[config.mk]
export PLATFORM = sky130hd
export DESIGN_NAME = rx_data_buffer
export DESIGN_NICKNAME = d
export VERILOG_FILES = /design/src/rtl/rx_data_buffer.sv
export SDC_FILE = /design/constraint.sdc
export NUM_CORES = 1
export LEC_CHECK = 0
export ABC_CLOCK_PERIOD_IN_PS = 2500
export BUFFER_PORTS_ARGS = -buffer_cell sky130_fd_sc_hd__buf_2
export CAP_MARGIN = 40
export CORE_AREA = 2 2 109 69
export CTS_BUF_LIST = sky130_fd_sc_hd__clkbuf_16
export DETAILED_ROUTE_END_ITERATION = 7
export DIE_AREA = 0 0 111 71
export HOLD_SLACK_MARGIN = 0.05
export REMOVE_ABC_BUFFERS = 1
export SLEW_MARGIN = 15
export SYNTH_ARGS = -nofsm -noshare
export SYNTH_HDL_FRONTEND = slang
export SYNTH_SLANG_ARGS = --single-unit
[constraint.sdc]
create_clock -name clk -period 2.5 [get_ports clk]
set_clock_uncertainty 0.15 [all_clocks]
set_input_delay 0.125 -clock clk [delete_from_list [all_inputs] [get_ports clk]]
set_output_delay 0.125 -clock clk [all_outputs]
set_load 0.05 [all_outputs]
[src/rtl/rx_data_buffer.sv]
// rx_data_buffer: receive-side data path for a UART-style RX FSM.
// Bits are shifted in LSB first on shift_RX pulses. A ready pulse ends the
// frame and decides whether the word is good, using the bit count and the
// stop-bit level. Good words go into a first-word-fall-through FIFO, and
// errors are kept in sticky flags.
module rx_data_buffer #(
    parameter int WORD_LENGTH = 8,
    parameter int DEPTH       = 4,
    parameter int CW          = 3
) (
    input  logic                   clk,
    input  logic                   reset,
    input  logic                   SerialDataIn,
    input  logic                   shift_RX,
    input  logic                   ready,
    input  logic                   rd_en,
    input  logic                   err_clr,
    output logic [WORD_LENGTH-1:0] rx_data,
    output logic                   rx_valid,
    output logic                   fifo_full,
    output logic [CW-1:0]          fifo_count,
    output logic                   framing_err,
    output logic                   overrun_err
);

    localparam int PW = (DEPTH > 1) ? $clog2(DEPTH) : 1;
    localparam int BW = $clog2(WORD_LENGTH + 2);
    localparam logic [BW-1:0] BIT_SAT   = BW'(WORD_LENGTH + 1);
    localparam logic [BW-1:0] BIT_FULL  = BW'(WORD_LENGTH);
    localparam logic [CW-1:0] DEPTH_CNT = CW'(DEPTH);

    // Shift register and frame bookkeeping
    logic [WORD_LENGTH-1:0] sr_q;
    logic [BW-1:0]          bit_cnt_q;
    logic                   push_q;       // good word waiting to enter the FIFO
    logic [WORD_LENGTH-1:0] push_data_q;  // value of sr at the ready edge

    // FIFO state
    logic [WORD_LENGTH-1:0] mem [DEPTH];
    logic [PW-1:0]          wr_ptr_q, wr_ptr_d;
    logic [PW-1:0]          rd_ptr_q, rd_ptr_d;
    logic [CW-1:0]          count_q, count_d;
    logic                   framing_q, framing_d;
    logic                   overrun_q, overrun_d;

    logic frame_good;
    logic pop;
    logic is_full;
    logic wr_ok;
    logic overrun_evt;
    logic framing_evt;

    assign frame_good  = (bit_cnt_q == BIT_FULL) && SerialDataIn;
    assign framing_evt = ready && !frame_good;
    assign is_full     = (count_q == DEPTH_CNT);
    assign pop         = rd_en && (count_q != '0);
    // When the FIFO is full, a push can only go in if a pop frees a slot in the same cycle.
    assign wr_ok       = push_q && (!is_full || pop);
    assign overrun_evt = push_q && is_full && !pop;

    // Shift in data bits and classify the frame; ready takes priority over shift_RX
    always_ff @(posedge clk or posedge reset) begin
        if (reset) begin
            sr_q        <= '0;
            bit_cnt_q   <= '0;
            push_q      <= 1'b0;
            push_data_q <= '0;
        end else if (ready) begin
            bit_cnt_q   <= '0;
            push_q      <= frame_good;
            push_data_q <= sr_q;
        end else begin
            push_q <= 1'b0;
            if (shift_RX) begin
                sr_q <= {SerialDataIn, sr_q[WORD_LENGTH-1:1]};
                if (bit_cnt_q != BIT_SAT) begin
                    bit_cnt_q <= bit_cnt_q + 1'b1;
                end
            end
        end
    end

    // Next-state logic for the FIFO pointers, the count and the sticky flags
    always_comb begin
        wr_ptr_d  = wr_ptr_q;
        rd_ptr_d  = rd_ptr_q;
        count_d   = count_q;
        framing_d = err_clr ? 1'b0 : framing_q;
        overrun_d = err_clr ? 1'b0 : overrun_q;
        if (wr_ok) begin
            wr_ptr_d = wr_ptr_q + 1'b1;
        end
        if (pop) begin
            rd_ptr_d = rd_ptr_q + 1'b1;
        end
        case ({wr_ok, pop})
            2'b10:   count_d = count_q + 1'b1;
            2'b01:   count_d = count_q - 1'b1;
            default: count_d = count_q;
        endcase
        // An error in the same cycle as err_clr still sets the flag.
        if (framing_evt) begin
            framing_d = 1'b1;
        end
        if (overrun_evt) begin
            overrun_d = 1'b1;
        end
    end

    // FIFO control registers
    always_ff @(posedge clk or posedge reset) begin
        if (reset) begin
            wr_ptr_q  <= '0;
            rd_ptr_q  <= '0;
            count_q   <= '0;
            framing_q <= 1'b0;
            overrun_q <= 1'b0;
        end else begin
            wr_ptr_q  <= wr_ptr_d;
            rd_ptr_q  <= rd_ptr_d;
            count_q   <= count_d;
            framing_q <= framing_d;
            overrun_q <= overrun_d;
        end
    end

    // Storage array; no reset because rx_data is masked while the FIFO is empty
    always_ff @(posedge clk) begin
        if (wr_ok) begin
            mem[wr_ptr_q] <= push_data_q;
        end
    end

    assign rx_valid    = (count_q != '0);
    assign fifo_full   = is_full;
    assign fifo_count  = count_q;
    assign rx_data     = rx_valid ? mem[rd_ptr_q] : '0;
    assign framing_err = framing_q;
    assign overrun_err = overrun_q;

endmodule

==> results of run 1 <==
synth_stat cells:
cell,instances
sky130_fd_sc_hd__edfxtp_1,32
sky130_fd_sc_hd__dfrtp_1,30
sky130_fd_sc_hd__mux2_2,17
sky130_fd_sc_hd__inv_1,16
sky130_fd_sc_hd__and2_1,8
sky130_fd_sc_hd__mux4_2,8
sky130_fd_sc_hd__ha_1,7
sky130_fd_sc_hd__nand2_1,7
sky130_fd_sc_hd__nor2_1,7
sky130_fd_sc_hd__and2_2,4
sky130_fd_sc_hd__clkbuf_1,4
sky130_fd_sc_hd__xnor2_1,4
sky130_fd_sc_hd__o21ai_0,3
sky130_fd_sc_hd__a21oi_1,2
sky130_fd_sc_hd__buf_2,2
sky130_fd_sc_hd__nand3_1,2
sky130_fd_sc_hd__xor2_1,2
sky130_fd_sc_hd__a211o_1,1
sky130_fd_sc_hd__a21boi_0,1
sky130_fd_sc_hd__a21o_1,1
sky130_fd_sc_hd__a31oi_1,1
sky130_fd_sc_hd__a32o_1,1
sky130_fd_sc_hd__and3_1,1
sky130_fd_sc_hd__buf_6,1
sky130_fd_sc_hd__fa_1,1
sky130_fd_sc_hd__mux2_4,1
sky130_fd_sc_hd__mux2i_1,1
sky130_fd_sc_hd__nand3b_1,1
sky130_fd_sc_hd__nand4_1,1
sky130_fd_sc_hd__nand4b_1,1
sky130_fd_sc_hd__nor2_2,1
sky130_fd_sc_hd__nor2b_1,1
sky130_fd_sc_hd__o21a_4,1
sky130_fd_sc_hd__o31ai_1,1
sky130_fd_sc_hd__o32ai_1,1
sky130_fd_sc_hd__o41ai_1,1
sky130_fd_sc_hd__or3_2,1
sky130_fd_sc_hd__or3b_1,1
sky130_fd_sc_hd__or3b_4,1
per-stage QoR:
step | instance area, um^2 | setup slack (ns) | hold WS [ns] | std cells | util, %
3_5_place_dp | 2890 | 0.322 | 0.0769 | 285 | 41.6
5_1_grt | 3250 | 0.143 | 0.332 | 308 | 46.8
4_1_cts | 3250 | 0.220 | 0.274 | 308 | 46.8
3_3_place_gp | 2890 | 0.352 | 0.0698 | 285 | 41.6
2_1_floorplan | 2650 | -0.194 | 0.0381 | 170 | -
6_report | 3250 | 0.280 | 0.271 | 308 | 46.8
cell type report:
class                   count  area [um^2]  area share (%)
multi-input cells          92          873            26.9
repair buffers             31          198            6.09
well taps                  91          114            3.51
clock buffers               9          225            6.93
clock inverters             7         66.3            2.04
flip-flops and latches     62         1710            52.7
inverters                  16         60.1            1.85
logic make-up (layout without fill, tap and decap cells):
kind of cell	after synthesis	in the layout	share of synthesized area, %
AOI/OAI and AO/OA	14	14	3.92
xor gates and xnor gates	6	6	1.96
and+or+nand+nor	37	37	7.89
buffers and inverters	23	63	3.59
adders and majority gates	8	8	4.01
DFF	62	62	63.8
muxes	27	27	14.8
flip-flops by register name (all words and copies together) (netlist names):
signal,cells
sr_q,8
mem,32
rd_ptr_q,2
wr_ptr_q,2
overrun_err,1
bit_cnt_q,4
framing_err,1
push_data_q,8
push_q,1
fifo_count,3
layer usage:
layer	share of wire, %	vias up	wire length [um]
met1	50	705	2210
li1	-	700	-
met5	0	-	0
met2	45	26	1960
met3	3.8	5	169
met4	1.4	0	61
power by group through the flow:
stage	registers (W)	logic (W)	clock network [W]
after floorplan	0.00153	0.000833	0
after global placement	0.00151	0.00114	0
after detailed placement	0.00152	0.00116	0
after CTS	0.00150	0.00117	0.00122
after global routing	0.00154	0.00125	0.00126
final	0.00150	0.00115	0.00117
repair_timing:
item	4_1_cts	5_1_grt
endpoints found under the setup margin	0	0
buffers inserted	0	0
hold endpoints to repair	38	0
hold buffers	7	0
path summary, 6_finish.rpt:
| kind | end | slack [ns] | cells past startpoint |
|---|---|---|---|
| max in group asynchronous | rd_ptr_q[1] | 1.64 | 4 |
| worst min register to register | sr_q[0] | 0.36 | 1 |
| worst max-delay path | rx_data[2] | 0.28 | 4 |
| min in group clk | sr_q[0] | 0.36 | 1 |
| worst max register to register | fifo_count[2] | 0.30 | 6 |
| worst min-delay path | bit_cnt_q[1] | 0.27 | 4 |
worst register-to-register path, cell delays in order (launching register included):
cell	delay, ns
sky130_fd_sc_hd__dfrtp_1	0.45
sky130_fd_sc_hd__or3_2	0.17
sky130_fd_sc_hd__nand3_1	0.09
sky130_fd_sc_hd__fa_1	0.42
sky130_fd_sc_hd__or3b_1	0.38
sky130_fd_sc_hd__a32o_1	0.27
sky130_fd_sc_hd__a21o_1	0.15
==> results.txt, run 1 <==
----------------------------------------------------
[Timing]
  Portion of the clock cycle consumed by the worst path in the final layout ... 88.8%
  Final Critical Period ... 2.22 ns
  Setup TNS ... 0 ns
  Pins Over Slew Limit ... 0
  Final hold viol count ... 0
  Slew at the pin closest to its max-slew limit ... 0.414 ns
  Upper clock frequency limit ... 451 MHz
  Worst max-slew margin expressed relative to the limit ... 72.4%
  Setup repair after global routing missed its margin ... false
  Setup-violating endpoint count in the final report ... 0

[Logic synthesis]
  Synthesized netlist cell count ... 177
  Proportion of synthesized chip area in sequential cells ... 63.8%
  Yosys top cell by area ... sky130_fd_sc_hd__edfxtp_1
  Post-synthesis sequential element count ... 62
  Count of distinct cell types in the synthesized netlist ... 39
  Area share of the leading cell type in the synthesized netlist ... 35.8%
  Warnings, synthesis ... 0
  Synth Cell Area ... 0.00268 mm^2
  Syn_area_per_cell ... 15.1 um^2
  Dominant cells by area after synthesis ... sky130_fd_sc_hd__edfxtp_1, sky130_fd_sc_hd__dfrtp_1, sky130_fd_sc_hd__mux2_2

[Worst hold path]
  HP Class ... in2async

[Placement]
  Global placer's final weighted congestion ... 0.785
  Count of buffers inserted at the top-level ports ... 21
  HPWL after DPL ... 2990 um

[Detailed routing]
  DR vias/cell ... 4.66
  Iteration-0 DRC Markers ... 54
  Remaining number of nets flagged by the antenna check after routing ... 0
  Via count ... 1436
  DRT Wirelength ... 4410 um
  Number of iterations in the first detailed-routing pass ... 4
  Average routed wire per standard cell ... 14.3 um
  Count of unresolved DRC violations after routing ... 0

[Critical path]
  Type of the setup path with the least slack ... reg2out
  Crit path capture type ... output port
  Required time worst endpoint ... 2.23 ns
  Worst-path fanout max ... 6
  Source of the critical timing path ... rd_ptr_q[0]
  Worst path bufs/invs ... 2
  Startpoint Class ... flip-flop
  Critical path's largest stage delay ... 0.52 ns
  Worst Path Arrival ... 1.94 ns
  CP Cell Sequence ... buf_4, mux4_2, and2_1, buf_2
  Critical-path top delay cell ... sky130_fd_sc_hd__dfrtp_1
  Beginning of the worst register-to-register path ... fifo_count[1]
  Cell type group with the largest total delay on the critical path ... flip-flops

[Clock network]
  Clock-pin slew on the worst setup and hold paths ... 0.05 ns
  Cell at the root of the clock tree ... sky130_fd_sc_hd__clkbuf_16
  CTS Buf Count ... 9
  Clock Path Buffers ... 2
  CTS sink count ... 62
  CTS tree ... yes
  H-Tree Depth ... 3
  CTS resizes ... 0
  Clock latency on the worst-skew pair ... 0.32 ns

[Global route]
  Remaining Overflow, GRT ... 0
  Global-route track usage on met2 ... 18.5%
  M1 GR Usage ... 17.1%
  Total routing usage reported by global routing ... 12.7%
  Largest net degree at the start of global routing ... 31
  Number of antenna violations at the first check in global routing ... 0
  Fraction of met3 tracks used by global routing ... 4.11%
  Busiest layer in global routing ... met2
  First-pass GRT wire length ... 7530 um
  Vias in the first global route ... 1483

[Power and ir drop]
  Cell leakage power ... 1.32 nW
  Total power after layout ... 0.00383 W
  Sw frac ... 34.8%
  Cell-internal power ... 0.00249 W
  Fraction of power consumed by sequential logic ... 39.1%
  Clock group share of total power ... 30.7%
  Part of the power in combinational logic ... 30.2%
  Net switching power of the design ... 0.00133 W
  Worst vdd ir ... 0.594 mV
  Pwr/cell area ... 1180 mW/mm^2

[Finish]
  Commonest non-fill, non-tap cells in the layout ... sky130_fd_sc_hd__edfxtp_1, sky130_fd_sc_hd__dfrtp_1, sky130_fd_sc_hd__buf_2
  Area growth from synthesis to final layout ... 21.1%
  Layout fillers ... 613
  Antenna diode count ... 0
  Commonest non-fill, non-tap cell in the layout ... sky130_fd_sc_hd__edfxtp_1
  Layout net count ... 227
  Ratio of cells with drive above 1 in the final layout ... 33.2%

[Floorplan]
  Die width ... 111 um
  Effective utilization at floorplan ... 38.7%
  Floorplan row count ... 24
  Floorplan die height ... 71 um
  Overall die area ... 0.00788 mm^2
  Count of pins on the block boundary ... 22
  Placeable core region ... 0.00694 mm^2

[Status]
  Run status ... completed

[Run]
  # Max-Cap Violations ... 0

----------------------------------------------------
No activity file was read; power rests on OpenSTA's default activity.
==> run 2, diff against run 1 <==
GPL_TIMING_DRIVEN = 0   (was unset)
RECOVER_POWER = 25   (was unset)
==> run 2 against run 1 <==
Effect of this change: first-iteration DRC count down 33%; via count up 1.4%; worst hold slack better by 0.098 ns; global-route usage grew 0.31 points; power fell by 0.78%; combinational power fell by 5%; wire length up 0.59%; flip-flop and latch count unchanged; clock power about the same; sequential power about the same; worst setup slack got worse by 0.14 ns; largest cell class unchanged.
==> results.txt, run 2 (synthesis results as in run 1) <==
----------------------------------------------------
[Status]
  Run status ... completed

[Timing]
  Setup WS post-layout ... 0.136 ns (-0.144 ns)
  Final hold viol count ... 0 (unchanged)
  Portion of the clock cycle consumed by the worst path in the final layout ... 94.6% (+5.8 points)
  Setup-violating endpoint count in the final report ... 0 (unchanged)
  Slew at the pin closest to its max-slew limit ... 1.16 ns (+0.747 ns)
  Upper clock frequency limit ... 423 MHz (-6.1%)
  Worst max-slew margin expressed relative to the limit ... 22.5% (-50 points)
  Pins Over Slew Limit ... 0 (unchanged)
  Hold_ws ... 0.370 ns (+0.0982 ns)
  Final Critical Period ... 2.36 ns (+0.144 ns)
  Setup repair after global routing missed its margin ... false

[Floorplan]
  Floorplan die height ... 71 um (unchanged)
  Effective utilization at floorplan ... 38.7% (unchanged)
  Count of pins on the block boundary ... 22 (unchanged)
  Overall die area ... 0.00788 mm^2 (unchanged)
  Die width ... 111 um (unchanged)
  Placeable core region ... 0.00694 mm^2 (unchanged)
  Floorplan row count ... 24 (unchanged)

[Finish]
  Ratio of cells with drive above 1 in the final layout ... 32.2% (-0.94 points)
  Antenna diode count ... 0 (unchanged)
  Area growth from synthesis to final layout ... 20.2%
  Commonest non-fill, non-tap cells in the layout ... sky130_fd_sc_hd__edfxtp_1, sky130_fd_sc_hd__dfrtp_1, sky130_fd_sc_hd__buf_2
  Utilization after layout ... 46.5% (-0.36 points)
  Area of combinational cells with multiple inputs ... 873 um^2 (unchanged)
  Largest Register ... mem
  Commonest non-fill, non-tap cell in the layout ... sky130_fd_sc_hd__edfxtp_1
  Layout fillers ... 631 (+2.9%)
  Leading registers by flop count ... mem: 32 flops, push_data_q: 8 flops, sr_q: 8 flops
  Max reg flops ... 32 (unchanged)
  Design Area, Final ... 0.00322 mm^2 (-0.77%)
  Reg area ... 0.00171 mm^2 (unchanged)
  Layout net count ... 224 (-1.3%)

[Global route]
  Vias in the first global route ... 1505 (+1.5%)
  Largest net degree at the start of global routing ... 31 (unchanged)
  First-pass GRT wire length ... 7600 um (+1.0%)
  Remaining Overflow, GRT ... 0 (unchanged)
  Number of antenna violations at the first check in global routing ... 0 (unchanged)
  Total routing usage reported by global routing ... 13.0% (+0.31 points)

[Clock network]
  Cell at the root of the clock tree ... sky130_fd_sc_hd__clkbuf_16
  CTS Buf Count ... 9 (unchanged)
  CTS sink count ... 62 (unchanged)
  Clock-pin slew on the worst setup and hold paths ... 0.05 ns (about the same)
  Count of hold buffers inserted by post-cts repair ... 7 (unchanged)
  CTS resizes ... 0 (unchanged)
  Clock latency on the worst-skew pair ... 0.32 ns (about the same)
  CTS tree ... yes
  H-Tree Depth ... 3 (unchanged)
  Buffer count from post-CTS setup fixing ... 0 (unchanged)
  Clock Path Buffers ... 2 (unchanged)

[Power and ir drop]
  Cell leakage power ... 1.31 nW (-1.0%)
  Pwr/cell area ... 1180 mW/mm^2 (about the same)
  Worst vdd ir ... 0.565 mV (-4.9%)

[Critical path]
  Worst-path fanout max ... 12 (+6)
  Internal reg-to-reg setup slack ... 0.14 ns (-0.16 ns)
  Worst Path Arrival ... 2.43 ns (+0.49 ns)
  Beginning of the worst register-to-register path ... fifo_count[0]
  Required time worst endpoint ... 2.56 ns (+0.33 ns)
  Startpoint Class ... flip-flop
  FF-to-FF path depth ... 6 (unchanged)
  Type of the setup path with the least slack ... reg2reg
  Capture point of the worst reg-to-reg path ... fifo_count[2]
  Crit path capture type ... flip-flop

[Detailed routing]
  Iteration-0 DRC Markers ... 36 (-33%)
  Average routed wire per standard cell ... 14.5 um (+1.6%)
  Number of iterations in the first detailed-routing pass ... 4 (unchanged)
  DRT Wirelength ... 4440 um (+0.59%)
  Count of unresolved DRC violations after routing ... 0 (unchanged)
  Remaining number of nets flagged by the antenna check after routing ... 0 (unchanged)
  Via count ... 1456 (+1.4%)
  DR vias/cell ... 4.77 (+2.4%)

[Run]
  # Max-Cap Violations ... 0 (unchanged)

[Worst hold path]
  Worst hold endpoint ... push_data_q[0]
  HP Class ... reg2reg
  Startpoint of the most critical hold path ... sr_q[0]
  Worst Hold Path Cells ... 1

[Placement]
  Global placer's final weighted congestion ... 0.787 (+0.18%)
  Worst setup timing slack at the placement stage ... 0.137 ns (-0.184 ns)
  HPWL after DPL ... 2900 um (-3.2%)
  Cell area after placement ... 0.00286 mm^2 (-0.78%)
  Count of buffers inserted at the top-level ports ... 21 (unchanged)

----------------------------------------------------
[run 2: how the worst max path moves through the flow]
stage               depth (start not counted)  slack (ns)          start            end
floorplan                                   6       -0.19  fifo_count[0]  fifo_count[2]
detailed placement                          6        0.14  fifo_count[0]  fifo_count[2]
CTS                                         6        0.12  fifo_count[0]  fifo_count[2]
global placement                            6        0.17  fifo_count[0]  fifo_count[2]
global route                                6        0.03  fifo_count[0]  fifo_count[2]
finish                                      6        0.14  fifo_count[0]  fifo_count[2]
[run 2: routing by layer]
layer | vias up | global-route usage, % | part of all wire (%)
met3 | 6 | 6.08 | 3.9
met5 | - | 0 | 0
met4 | 0 | 5.42 | 1.0
met2 | 21 | 18.1 | 43
met1 | 727 | 17.7 | 52
li1 | 702 | - | -
[run 2: final cells by class]
| class | instances | area share (%) |
|---|---|---|
| multi-input combinational | 92 | 27.1 |
| timing repair buffer | 28 | 5.43 |
| tap | 91 | 3.53 |
| inverter | 16 | 1.86 |
| clock buffer | 9 | 6.99 |
| clock inverter | 7 | 1.98 |
| sequential | 62 | 53.1 |
[run 2: metrics by stage]
stage / power [W] / TNS, ns / cells
after global placement: 0.00262 / 0 / 282
after CTS: 0.00384 / 0 / 305
after global routing: 0.00401 / 0 / 305
final: 0.00380 / 0 / 305
after detailed placement: 0.00264 / 0 / 282
after floorplan: 0.00236 / -0.194 / 170
[run 2: critical path: stages (launching register included)]
cell and delay [ns]:
sky130_fd_sc_hd__dfrtp_1 0.47, sky130_fd_sc_hd__or3_2 0.29, sky130_fd_sc_hd__nand3_1 0.12, sky130_fd_sc_hd__fa_1 0.43
sky130_fd_sc_hd__or3b_1 0.38, sky130_fd_sc_hd__a32o_1 0.27, sky130_fd_sc_hd__a21o_1 0.15
[run 2: report_power, final]
part,switching (W),internal [W]
clock,0.000420,0.000762
sequential,0.000234,0.00129
combinational,0.000676,0.000418
==> run 3, diff against run 2 <==
RECOVER_POWER = unset   (was 25)
==> run 3 against run 2 <==
Effect of this change: register-to-register slack about the same; critical path depth is the same; worst hold slack worse by 0.092 ns; design area unchanged; non-clock buffer count is the same; highest routed layer unchanged; final cell count unchanged; critical endpoint unchanged; flip-flop and latch count unchanged; maximum frequency unchanged; count of clock-buffer cells in the layout did not move; largest power group unchanged.
==> results.txt, run 3 (synthesis results as in run 1) <==
----------------------------------------------------
[Critical path]
  Type of the setup path with the least slack ... reg2reg
  Cell type group with the largest total delay on the critical path ... simple AND/OR/NAND/NOR gates
  FF-to-FF path depth ... 6 (unchanged)
  Source of the critical timing path ... fifo_count[0]
  Critical-path top delay cell ... sky130_fd_sc_hd__dfrtp_1
  Startpoint Class ... flip-flop
  CP Cell Sequence ... or3_2, nand3_1, fa_1, or3b_1, a32o_1, a21o_1
  Required time worst endpoint ... 2.56 ns (about the same)
  Beginning of the worst register-to-register path ... fifo_count[0]
  Critical path's largest stage delay ... 0.47 ns (about the same)
  Worst path bufs/invs ... 0 (unchanged)
  Worst Path Arrival ... 2.43 ns (about the same)
  Internal reg-to-reg setup slack ... 0.14 ns (about the same)
  Crit path capture type ... flip-flop
  Worst-path fanout max ... 12 (unchanged)
  Capture point of the worst reg-to-reg path ... fifo_count[2]

[Clock network]
  Clock Path Buffers ... 2 (unchanged)
  Count of hold buffers inserted by post-cts repair ... 7 (unchanged)
  Cell at the root of the clock tree ... sky130_fd_sc_hd__clkbuf_16
  CTS sink count ... 62 (unchanged)
  Clock latency on the worst-skew pair ... 0.32 ns (about the same)
  CTS Buf Count ... 9 (unchanged)
  CTS tree ... yes
  Buffer count from post-CTS setup fixing ... 0 (unchanged)
  CTS resizes ... 0 (unchanged)
  Clock-pin slew on the worst setup and hold paths ... 0.05 ns (about the same)
  H-Tree Depth ... 3 (unchanged)

[Floorplan]
  Count of pins on the block boundary ... 22 (unchanged)
  Effective utilization at floorplan ... 38.7% (unchanged)
  Floorplan row count ... 24 (unchanged)
  Die width ... 111 um (unchanged)
  Placeable core region ... 0.00694 mm^2 (unchanged)
  Overall die area ... 0.00788 mm^2 (unchanged)
  Floorplan die height ... 71 um (unchanged)

[Finish]
  Ratio of cells with drive above 1 in the final layout ... 32.7% (+0.47 points)
  Layout net count ... 224 (unchanged)
  Largest Register ... mem
  Commonest non-fill, non-tap cells in the layout ... sky130_fd_sc_hd__edfxtp_1, sky130_fd_sc_hd__dfrtp_1, sky130_fd_sc_hd__buf_2
  Leading registers by flop count ... mem: 32 flops, push_data_q: 8 flops, sr_q: 8 flops
  Commonest non-fill, non-tap cell in the layout ... sky130_fd_sc_hd__edfxtp_1
  Antenna diode count ... 0 (unchanged)
  Layout fillers ... 631 (unchanged)
  Max reg flops ... 32 (unchanged)
  Area growth from synthesis to final layout ... 20.2% (unchanged)

[Placement]
  Count of buffers inserted at the top-level ports ... 21 (unchanged)
  Global placer's final weighted congestion ... 0.787 (unchanged)
  HPWL after DPL ... 2900 um (unchanged)

[Global route]
  Remaining Overflow, GRT ... 0 (unchanged)
  Vias in the first global route ... 1505 (unchanged)
  Total routing usage reported by global routing ... 13.0% (unchanged)
  Largest net degree at the start of global routing ... 31 (unchanged)
  First-pass GRT wire length ... 7600 um (unchanged)
  Number of antenna violations at the first check in global routing ... 0 (unchanged)

[Power and ir drop]
  Cell leakage power ... 1.31 nW (about the same)
  Worst vdd ir ... 0.565 mV (unchanged)
  Total power after layout ... 0.00380 W (about the same)
  Pwr/cell area ... 1180 mW/mm^2 (about the same)

[Timing]
  Setup TNS ... 0 ns (unchanged)
  Setup repair after global routing missed its margin ... false
  Final Critical Period ... 2.36 ns (unchanged)
  Final hold viol count ... 0 (unchanged)
  Worst max-slew margin expressed relative to the limit ... 57.2% (+35 points)
  Setup-violating endpoint count in the final report ... 0 (unchanged)
  Upper clock frequency limit ... 423 MHz (unchanged)
  Portion of the clock cycle consumed by the worst path in the final layout ... 94.6% (unchanged)
  Slew at the pin closest to its max-slew limit ... 0.642 ns (-0.520 ns)
  Pins Over Slew Limit ... 0 (unchanged)

[Detailed routing]
  Average routed wire per standard cell ... 14.5 um (-0.11%)
  Number of iterations in the first detailed-routing pass ... 4 (unchanged)
  Via count ... 1454 (-0.14%)
  Iteration-0 DRC Markers ... 36 (unchanged)
  Remaining number of nets flagged by the antenna check after routing ... 0 (unchanged)
  DR vias/cell ... 4.77 (-0.14%)
  Count of unresolved DRC violations after routing ... 0 (unchanged)
  DRT Wirelength ... 4430 um (-0.11%)

[Status]
  Run status ... completed

[Worst hold path]
  HP Class ... in2async

[Run]
  # Max-Cap Violations ... 0 (unchanged)

----------------------------------------------------
==> run 3: cell counts in the layout (fill, tap and decap cells not counted) <==
No cell type changed its count.
==> run 3: worst max-delay path by stage <==
stage               slack (ns)       endpoint  cells after the start
global route              0.03  fifo_count[2]                      6
global placement          0.17  fifo_count[2]                      6
detailed placement        0.14  fifo_count[2]                      6
CTS                       0.12  fifo_count[2]                      6
finish                    0.14  fifo_count[2]                      6
floorplan                -0.19  fifo_count[2]                      6
==> run 3: layout make-up <==
class	instances	area, um^2	share of cell area, %
inverters	16	60.1	1.86
clock buffers	9	225	6.99
multi-input cells	92	873	27.1
flip-flops and latches	62	1710	53.1
well taps	91	114	3.53
repair buffers	28	175	5.43
clock inverters	7	63.8	1.98
==> run 3: through the flow <==
stage	instance area (um^2)	util [%]	hold slack, ns	std cells	worst slack, ns
detailed placement	2860	41.3	0.107	282	0.137
CTS	3220	46.5	0.305	305	0.117
global placement	2860	41.3	0.182	282	0.175
global route	3220	46.5	0.349	305	0.0344
finish	3220	46.5	0.278	305	0.136
floorplan	2650	-	0.0381	170	-0.194
==> run 3: metal layers <==
| layer | global-route usage [%] | routed length (um) | vias to the layer above |
|---|---|---|---|
| met4 | 5.42 | 46 | 0 |
| met1 | 17.7 | 2310 | 725 |
| met3 | 6.08 | 174 | 6 |
| li1 | - | - | 702 |
| met5 | 0 | 0 | - |
| met2 | 18.1 | 1900 | 21 |
==> run 3: where the power goes <==
part	internal (W)	switching (W)	total [W]
registers	0.00129	0.000234	0.00152
logic	0.000418	0.000676	0.00109
clock network	0.000762	0.000420	0.00118
==> run 3: worst register-to-register path: stages (launching register included) <==
cell	delay (ns)
sky130_fd_sc_hd__dfrtp_1	0.47
sky130_fd_sc_hd__or3_2	0.30
sky130_fd_sc_hd__nand3_1	0.12
sky130_fd_sc_hd__fa_1	0.43
sky130_fd_sc_hd__or3b_1	0.38
sky130_fd_sc_hd__a32o_1	0.27
sky130_fd_sc_hd__a21o_1	0.15
